[src/rtl/uriscv_tcm_ext_pkg.sv]
// Shared types for the TCM external-port arbiter: FSM states, latched command, range helper.
package uriscv_tcm_ext_pkg;

   localparam int NUM_REQ = 2;

   typedef enum logic [1:0] {
      ST_IDLE   = 2'd0,
      ST_ISSUE  = 2'd1,
      ST_ACCESS = 2'd2,
      ST_RESP   = 2'd3
   } state_e;

   typedef struct packed {
      logic [3:0]  wr;
      logic [31:0] addr;
      logic [31:0] wdata;
      logic        id;
   } cmd_t;

   // True when no address bit at or above the decoded width is set.
   function automatic logic addr_in_range(input logic [31:0] addr, input int unsigned aw);
      logic [31:0] hi;
      hi = addr >> aw;
      return (hi == 32'd0);
   endfunction

   function automatic logic [NUM_REQ-1:0] id_onehot(input logic id);
      return id ? 2'b10 : 2'b01;
   endfunction

endpackage

[src/rtl/uriscv_rr_arb2.sv]
// Two-way round-robin arbiter; the priority pointer moves to the other requester on every grant.
module uriscv_rr_arb2 #(
   parameter logic RR_INIT = 1'b0
) (
   input  logic       clk,
   input  logic       rst_n,
   input  logic       en,
   input  logic [1:0] req,
   output logic [1:0] gnt
);

   logic ptr_r;

   // Grant decode: a lone requester wins outright, a tie goes to the pointer.
   always_comb begin
      gnt = 2'b00;
      if (!en) begin
         gnt = 2'b00;
      end else if (req == 2'b11) begin
         gnt = ptr_r ? 2'b10 : 2'b01;
      end else begin
         gnt = req;
      end
   end

   // Pointer update, only when a grant is actually issued.
   always_ff @(posedge clk) begin
      if (!rst_n) begin
         ptr_r <= RR_INIT;
      end else if (gnt[0]) begin
         ptr_r <= 1'b1;
      end else if (gnt[1]) begin
         ptr_r <= 1'b0;
      end else begin
         ptr_r <= ptr_r;
      end
   end

endmodule

[src/rtl/uriscv_tcm_ext_arb.sv]
// Arbitrates debug loader (0) and DMA (1) onto the TCM external port and runs its
// request / accept / read-data sequence, returning one response pulse per command.
module uriscv_tcm_ext_arb #(
   parameter int unsigned TCM_ADDR_W = 16,
   parameter int unsigned RR_INIT    = 0
) (
   input  logic        clk,
   input  logic        rst_n,
   input  logic        req0_valid_i,
   output logic        req0_ready_o,
   input  logic [3:0]  req0_wr_i,
   input  logic [31:0] req0_addr_i,
   input  logic [31:0] req0_wdata_i,
   output logic        resp0_valid_o,
   output logic [31:0] resp0_rdata_o,
   output logic        resp0_err_o,
   input  logic        req1_valid_i,
   output logic        req1_ready_o,
   input  logic [3:0]  req1_wr_i,
   input  logic [31:0] req1_addr_i,
   input  logic [31:0] req1_wdata_i,
   output logic        resp1_valid_o,
   output logic [31:0] resp1_rdata_o,
   output logic        resp1_err_o,
   output logic        ext_rd_o,
   output logic [3:0]  ext_wr_o,
   output logic [31:0] ext_addr_o,
   output logic [31:0] ext_write_data_o,
   input  logic [31:0] ext_read_data_i,
   input  logic        ext_accept_i,
   output logic        busy_o
);

   import uriscv_tcm_ext_pkg::*;

   state_e               state_r;
   cmd_t                 cmd_r;
   cmd_t                 cmd_s;
   logic                 err_r;
   logic [NUM_REQ-1:0]   gnt_s;
   logic                 arb_en_s;
   logic                 grant_s;
   logic                 rd_ok_s;
   logic [NUM_REQ-1:0]   resp_valid_r;
   logic                 ext_rd_r;
   logic [3:0]           ext_wr_r;
   logic [31:0]          ext_addr_r;
   logic [31:0]          ext_wdata_r;

   // Grants are only offered in IDLE and never while reset is being applied.
   assign arb_en_s = rst_n & (state_r == ST_IDLE);
   assign grant_s  = |gnt_s;

   uriscv_rr_arb2 #(
      .RR_INIT (1'(RR_INIT))
   ) u_arb (
      .clk   (clk),
      .rst_n (rst_n),
      .en    (arb_en_s),
      .req   ({req1_valid_i, req0_valid_i}),
      .gnt   (gnt_s)
   );

   // Select the command of whichever requester the arbiter granted.
   always_comb begin
      cmd_s = '0;
      if (gnt_s[1]) begin
         cmd_s.wr    = req1_wr_i;
         cmd_s.addr  = req1_addr_i;
         cmd_s.wdata = req1_wdata_i;
         cmd_s.id    = 1'b1;
      end else begin
         cmd_s.wr    = req0_wr_i;
         cmd_s.addr  = req0_addr_i;
         cmd_s.wdata = req0_wdata_i;
         cmd_s.id    = 1'b0;
      end
   end

   // Access sequencer; ext_* and response strobes are loaded one state ahead so they are registered.
   always_ff @(posedge clk) begin
      if (!rst_n) begin
         state_r      <= ST_IDLE;
         cmd_r        <= '0;
         err_r        <= 1'b0;
         resp_valid_r <= 2'b00;
         ext_rd_r     <= 1'b0;
         ext_wr_r     <= 4'h0;
         ext_addr_r   <= 32'h0;
         ext_wdata_r  <= 32'h0;
      end else begin
         case (state_r)
            ST_IDLE: begin
               resp_valid_r <= 2'b00;
               ext_rd_r     <= 1'b0;
               ext_wr_r     <= 4'h0;
               ext_addr_r   <= 32'h0;
               ext_wdata_r  <= 32'h0;
               if (grant_s) begin
                  cmd_r <= cmd_s;
                  if (!addr_in_range(cmd_s.addr, TCM_ADDR_W)) begin
                     err_r        <= 1'b1;
                     resp_valid_r <= id_onehot(cmd_s.id);
                     state_r      <= ST_RESP;
                  end else begin
                     err_r       <= 1'b0;
                     ext_rd_r    <= (cmd_s.wr == 4'h0);
                     ext_wr_r    <= cmd_s.wr;
                     ext_addr_r  <= cmd_s.addr;
                     ext_wdata_r <= cmd_s.wdata;
                     state_r     <= ST_ISSUE;
                  end
               end else begin
                  state_r <= ST_IDLE;
               end
            end
            ST_ISSUE: begin
               // Drop the strobes but keep the address: the TCM muxes it in the accept slot.
               ext_rd_r    <= 1'b0;
               ext_wr_r    <= 4'h0;
               ext_addr_r  <= cmd_r.addr;
               ext_wdata_r <= cmd_r.wdata;
               state_r     <= ST_ACCESS;
            end
            ST_ACCESS: begin
               if (!ext_accept_i) begin
                  err_r <= 1'b1;
               end else begin
                  err_r <= err_r;
               end
               ext_addr_r   <= 32'h0;
               ext_wdata_r  <= 32'h0;
               resp_valid_r <= id_onehot(cmd_r.id);
               state_r      <= ST_RESP;
            end
            ST_RESP: begin
               resp_valid_r <= 2'b00;
               state_r      <= ST_IDLE;
            end
            default: begin
               resp_valid_r <= 2'b00;
               ext_rd_r     <= 1'b0;
               ext_wr_r     <= 4'h0;
               ext_addr_r   <= 32'h0;
               ext_wdata_r  <= 32'h0;
               state_r      <= ST_IDLE;
            end
         endcase
      end
   end

   // TCM read data is registered by the TCM itself and is only valid during RESP.
   assign rd_ok_s = (state_r == ST_RESP) & ~err_r & (cmd_r.wr == 4'h0);

   assign req0_ready_o     = gnt_s[0];
   assign req1_ready_o     = gnt_s[1];
   assign resp0_valid_o    = resp_valid_r[0];
   assign resp1_valid_o    = resp_valid_r[1];
   assign resp0_rdata_o    = (resp_valid_r[0] & rd_ok_s) ? ext_read_data_i : 32'h0;
   assign resp1_rdata_o    = (resp_valid_r[1] & rd_ok_s) ? ext_read_data_i : 32'h0;
   assign resp0_err_o      = resp_valid_r[0] & err_r;
   assign resp1_err_o      = resp_valid_r[1] & err_r;
   assign ext_rd_o         = ext_rd_r;
   assign ext_wr_o         = ext_wr_r;
   assign ext_addr_o       = ext_addr_r;
   assign ext_write_data_o = ext_wdata_r;
   assign busy_o           = (state_r != ST_IDLE);

endmodule

[config.mk]
export PLATFORM = sky130hd
export DESIGN_NAME = uriscv_tcm_ext_arb
export DESIGN_NICKNAME = d
export VERILOG_FILES = /design/src/rtl/uriscv_tcm_ext_pkg.sv /design/src/rtl/uriscv_rr_arb2.sv /design/src/rtl/uriscv_tcm_ext_arb.sv
export SDC_FILE = /design/constraint.sdc
export NUM_CORES = 1
export LEC_CHECK = 0
export CORE_AREA = 10 10 190 192
export DETAILED_ROUTE_END_ITERATION = 12
export DIE_AREA = 0 0 200 202
export HOLD_SLACK_MARGIN = 0.08
export MAX_ROUTING_LAYER = met4
export PLACE_DENSITY_LB_ADDON = 0.2
export SYNTH_ARGS = -nofsm -noshare
export SYNTH_HDL_FRONTEND = slang
export SYNTH_HIERARCHICAL = 1
export SYNTH_SLANG_ARGS = --single-unit
[constraint.sdc]
create_clock -name clk -period 3.14 [get_ports clk]
set_input_delay 0.628 -clock clk [delete_from_list [all_inputs] [get_ports clk]]
set_output_delay 0.628 -clock clk [all_outputs]
set_load 0.02 [all_outputs]
==> flow_summary.json <==
{
  "fp.dieW_um": 200,
  "die_height_um": 202,
  "clock_latency_ns": 0.42,
  "syn_to_final_growth_pct": 57.8,
  "cp-startpoint": "state_r[1]",
  "cpPeakStageDelay_ns": 0.48,
  "cts_tree": "built",
  "crit_chain": "ha_4 > or4b_1 > nor3_4 > buf_4 > buf_6 > and3_1 > dlygate4sd2_1",
  "rsz0062_at_grt": "true",
  "hold_buffers": 0,
  "placed_area_sq_um": 10900,
  "synth.distinct_cells": 40,
  "r2r_start": "state_r[1]",
  "slew_viol_final": 0,
  "clock.fmax_mhz": 329,
  "slowest_stage": "or4b_1",
  "p_leak_nw": 5.20,
  "dp_hpwl_um": 20000,
  "drv_cap": 0,
  "worstMarginPinSlew_ns": 0.774,
  "io_buffers": 312,
  "drt-vias-per-instance": 4.63,
  "core_area_sq_um": 32300,
  "nets": 1245,
  "syn_nets": 967,
  "io_pins": 313,
  "intPower_w": 0.00387,
  "seq_area_frac_synth": 0.395,
  "synthesis.area_sq_um": 7300,
  "fillCellCount": 3259,
  "cts_buffers": 17,
  "grt.overflow.total": 0,
  "clock_sinks": 144,
  "grt.busiest_layer": "met2",
  "end_kind": "output pin",
  "totalPowerFinal_w": 0.00531,
  "hold_violations": 0,
  "clkTransAtPathRegs_ns": 0.07,
  "p_per_area_nw_per_um2": 461,
  "p_seq_frac": 0.392,
  "postLayoutCellArea_sq_um": 11500,
  "drive_above_1_share": 0.0815,
  "drc": 0,
  "gr-usage-met3": 0.0513,
  "start_util": 0.226,
  "place_ws_ns": 0.225,
  "regArea_sq_um": 2880,
  "use_met1": 0.157,
  "outcome": "complete, no violations",
  "grt_pass1_wl_um": 40900,
  "netlist_instances": 789,
  "reg2regPathDepth": 10,
  "hp-class": "reg2reg",
  "htree_levels": 4,
  "dp_cells": 1486,
  "root_buffer": "clkbuf_16",
  "arrival_ns": 2.41,
  "ys_async_sr_fraction": 0,
  "synth_ff_type": "dfxtp_1",
  "worstReg2RegEnd": "ext_rd_o",
  "grt_usage": 0.133,
  "critPathKind": "reg2out",
  "cts_max_path_buffers": 2,
  "yosysWarnings": 6,
  "relSlewSlack": 0.484,
  "synth-seq-cells": 144,
  "grt_pass1_vias": 6953,
  "swShare": 0.271,
  "p_sw_w": 0.00144,
  "mostFrequentLayoutCells": "247 x clkdlybuf4s50_1, 143 x dfxtp_1, 122 x nand2_1",
  "grt_max_degree": 72,
  "setup_violations": 0,
  "crit_path_end": "resp0_rdata_o[12]",
  "drtPass1Iterations": 5,
  "ant_nets": 0,
  "wl_um": 27800,
  "finalWorstPathRequiredPeriod_ns": 3.04,
  "finalNonFillerCells": 1523,
  "die_area_sq_um": 40400,
  "synth_enable_flop_cells": 0,
  "drt_first_iter_violations": 402,
  "start_kind": "flop",
  "rows": 66,
  "clock_skew_ns": 0.00811,
  "power.share.clock": 0.426,
  "gp_congestion": 0.857,
  "via_count": 7050,
  "hold_slack_ns": 0.491,
  "syn_avg_cell_area_sq_um": 9.26,
  "final_common_cell": "clkdlybuf4s50_1",
  "fin_ws_ns": 0.101,
  "cp.required_ns": 2.51,
  "multi_input_area_sq_um": 4110,
  "pwr-share-comb": 0.182,
  "vdd_drop_max_mv": 0.278,
  "antenna_found_initial": 1,
  "regToRegSetupSlack_ns": 0.61,
  "met2_usage": 0.205,
  "worstPathMaxFanout": 16,
  "period_share": 0.968,
  "wire_per_inst_um": 18.3
}
-- what timing repair did --
action	4_1_cts	5_1_grt
endpoints found under the setup margin	64	56
cloned	0	2
gates resized for setup	64	39
pin swaps	0	0
setup buffers	0	2
-- cells in the mapped netlist (2+ instances only) --
cell type,n,area [sq um]
nor4_1,6,37.5
a21boi_0,2,15.0
a22oi_1,18,135
buf_2,9,45.0
nor2b_1,67,419
nand3_1,3,15.0
buf_6,3,33.8
buf_1,12,45.0
a22o_1,53,464
and2_1,3,18.8
nand2_1,122,458
ha_1,5,62.6
inv_1,6,22.5
dfxtp_1,144,2880
mux2i_1,68,681
o21ai_0,3,15.0
a21oi_1,5,25.0
clkbuf_1,50,188
nor2_1,5,18.8
o31ai_1,28,210
o21a_1,2,15.0
and3_1,64,400
nor3_1,8,40.0
o31ai_2,20,250
o211a_1,68,681
-- worst min path at each step --
| stage | from | end | slack (ns) | cells past startpoint |
|---|---|---|---|---|
| 2_1_floorplan | cmd_r[65] | cmd_r[65] | 0.47 | 1 |
| 3_3_place_gp | ext_rd_o | ext_rd_o | 0.48 | 1 |
| 3_5_place_dp | ext_wr_o[2] | ext_wr_o[2] | 0.47 | 1 |
| 4_1_cts | ext_wr_o[2] | ext_wr_o[2] | 0.50 | 1 |
| 5_1_grt | cmd_r[59] | cmd_r[59] | 0.51 | 1 |
| 6_report | ext_wr_o[2] | ext_wr_o[2] | 0.49 | 1 |
-- critical path, delay by kind of cell, from the launching register on --
family,cells,cell delay [ns]
adders and majority gates,1,0.15
buffers and inverters,3,0.66
DFF,1,0.40
and+or+nand+nor,3,0.78
-- layout make-up --
class	instances	area share
inverter	6	0.00195
tap	442	0.0480
antenna	1	0.000217
timing repair buffer	334	0.286
clock buffer	19	0.0393
clock inverter	13	0.0174
sequential	144	0.250
multi-input combinational	564	0.357
-- power groups by stage --
stage | Combinational [W] | Clock, W | Sequential (W)
2_1_floorplan | 0.000528 | 0 | 0.00211
3_5_place_dp | 0.000980 | 0 | 0.00213
6_report | 0.000967 | 0.00226 | 0.00208
5_1_grt | 0.00106 | 0.00242 | 0.00210
4_1_cts | 0.000981 | 0.00235 | 0.00208
3_3_place_gp | 0.000971 | 0 | 0.00212
-- metrics by stage --
stage | TNS (ns) | utilization
after CTS | 0 | 0.355
after detailed placement | 0 | 0.337
after global placement | 0 | 0.337
after global routing | -0.0115 | 0.357
after floorplan | 0 | -
final | 0 | 0.357
-- metal layers --
layer	vias to the layer above	share of wire
li1	3440	-
met1	3329	0.45
met2	257	0.44
met3	24	0.099
met4	0	0.016
met5	-	0
-- kinds of logic after synthesis --
logic type | Yosys count | synth area share
simple gates | 285 | 0.201
mux | 68 | 0.0932
flops | 144 | 0.395
buf+inv | 81 | 0.0468
fa+ha+maj | 5 | 0.00856
compound gates | 206 | 0.255
-- sequential cells by signal (all words and copies together), names as in the netlist --
signal,count
ext_write_data_o,32
ext_rd_o,1
cmd_r,69
state_r,2
u_arb/ptr_r,1
ext_addr_o,32
resp_valid_r,2
err_r,1
ext_wr_o,4
Power figures use the tool's default switching activity.
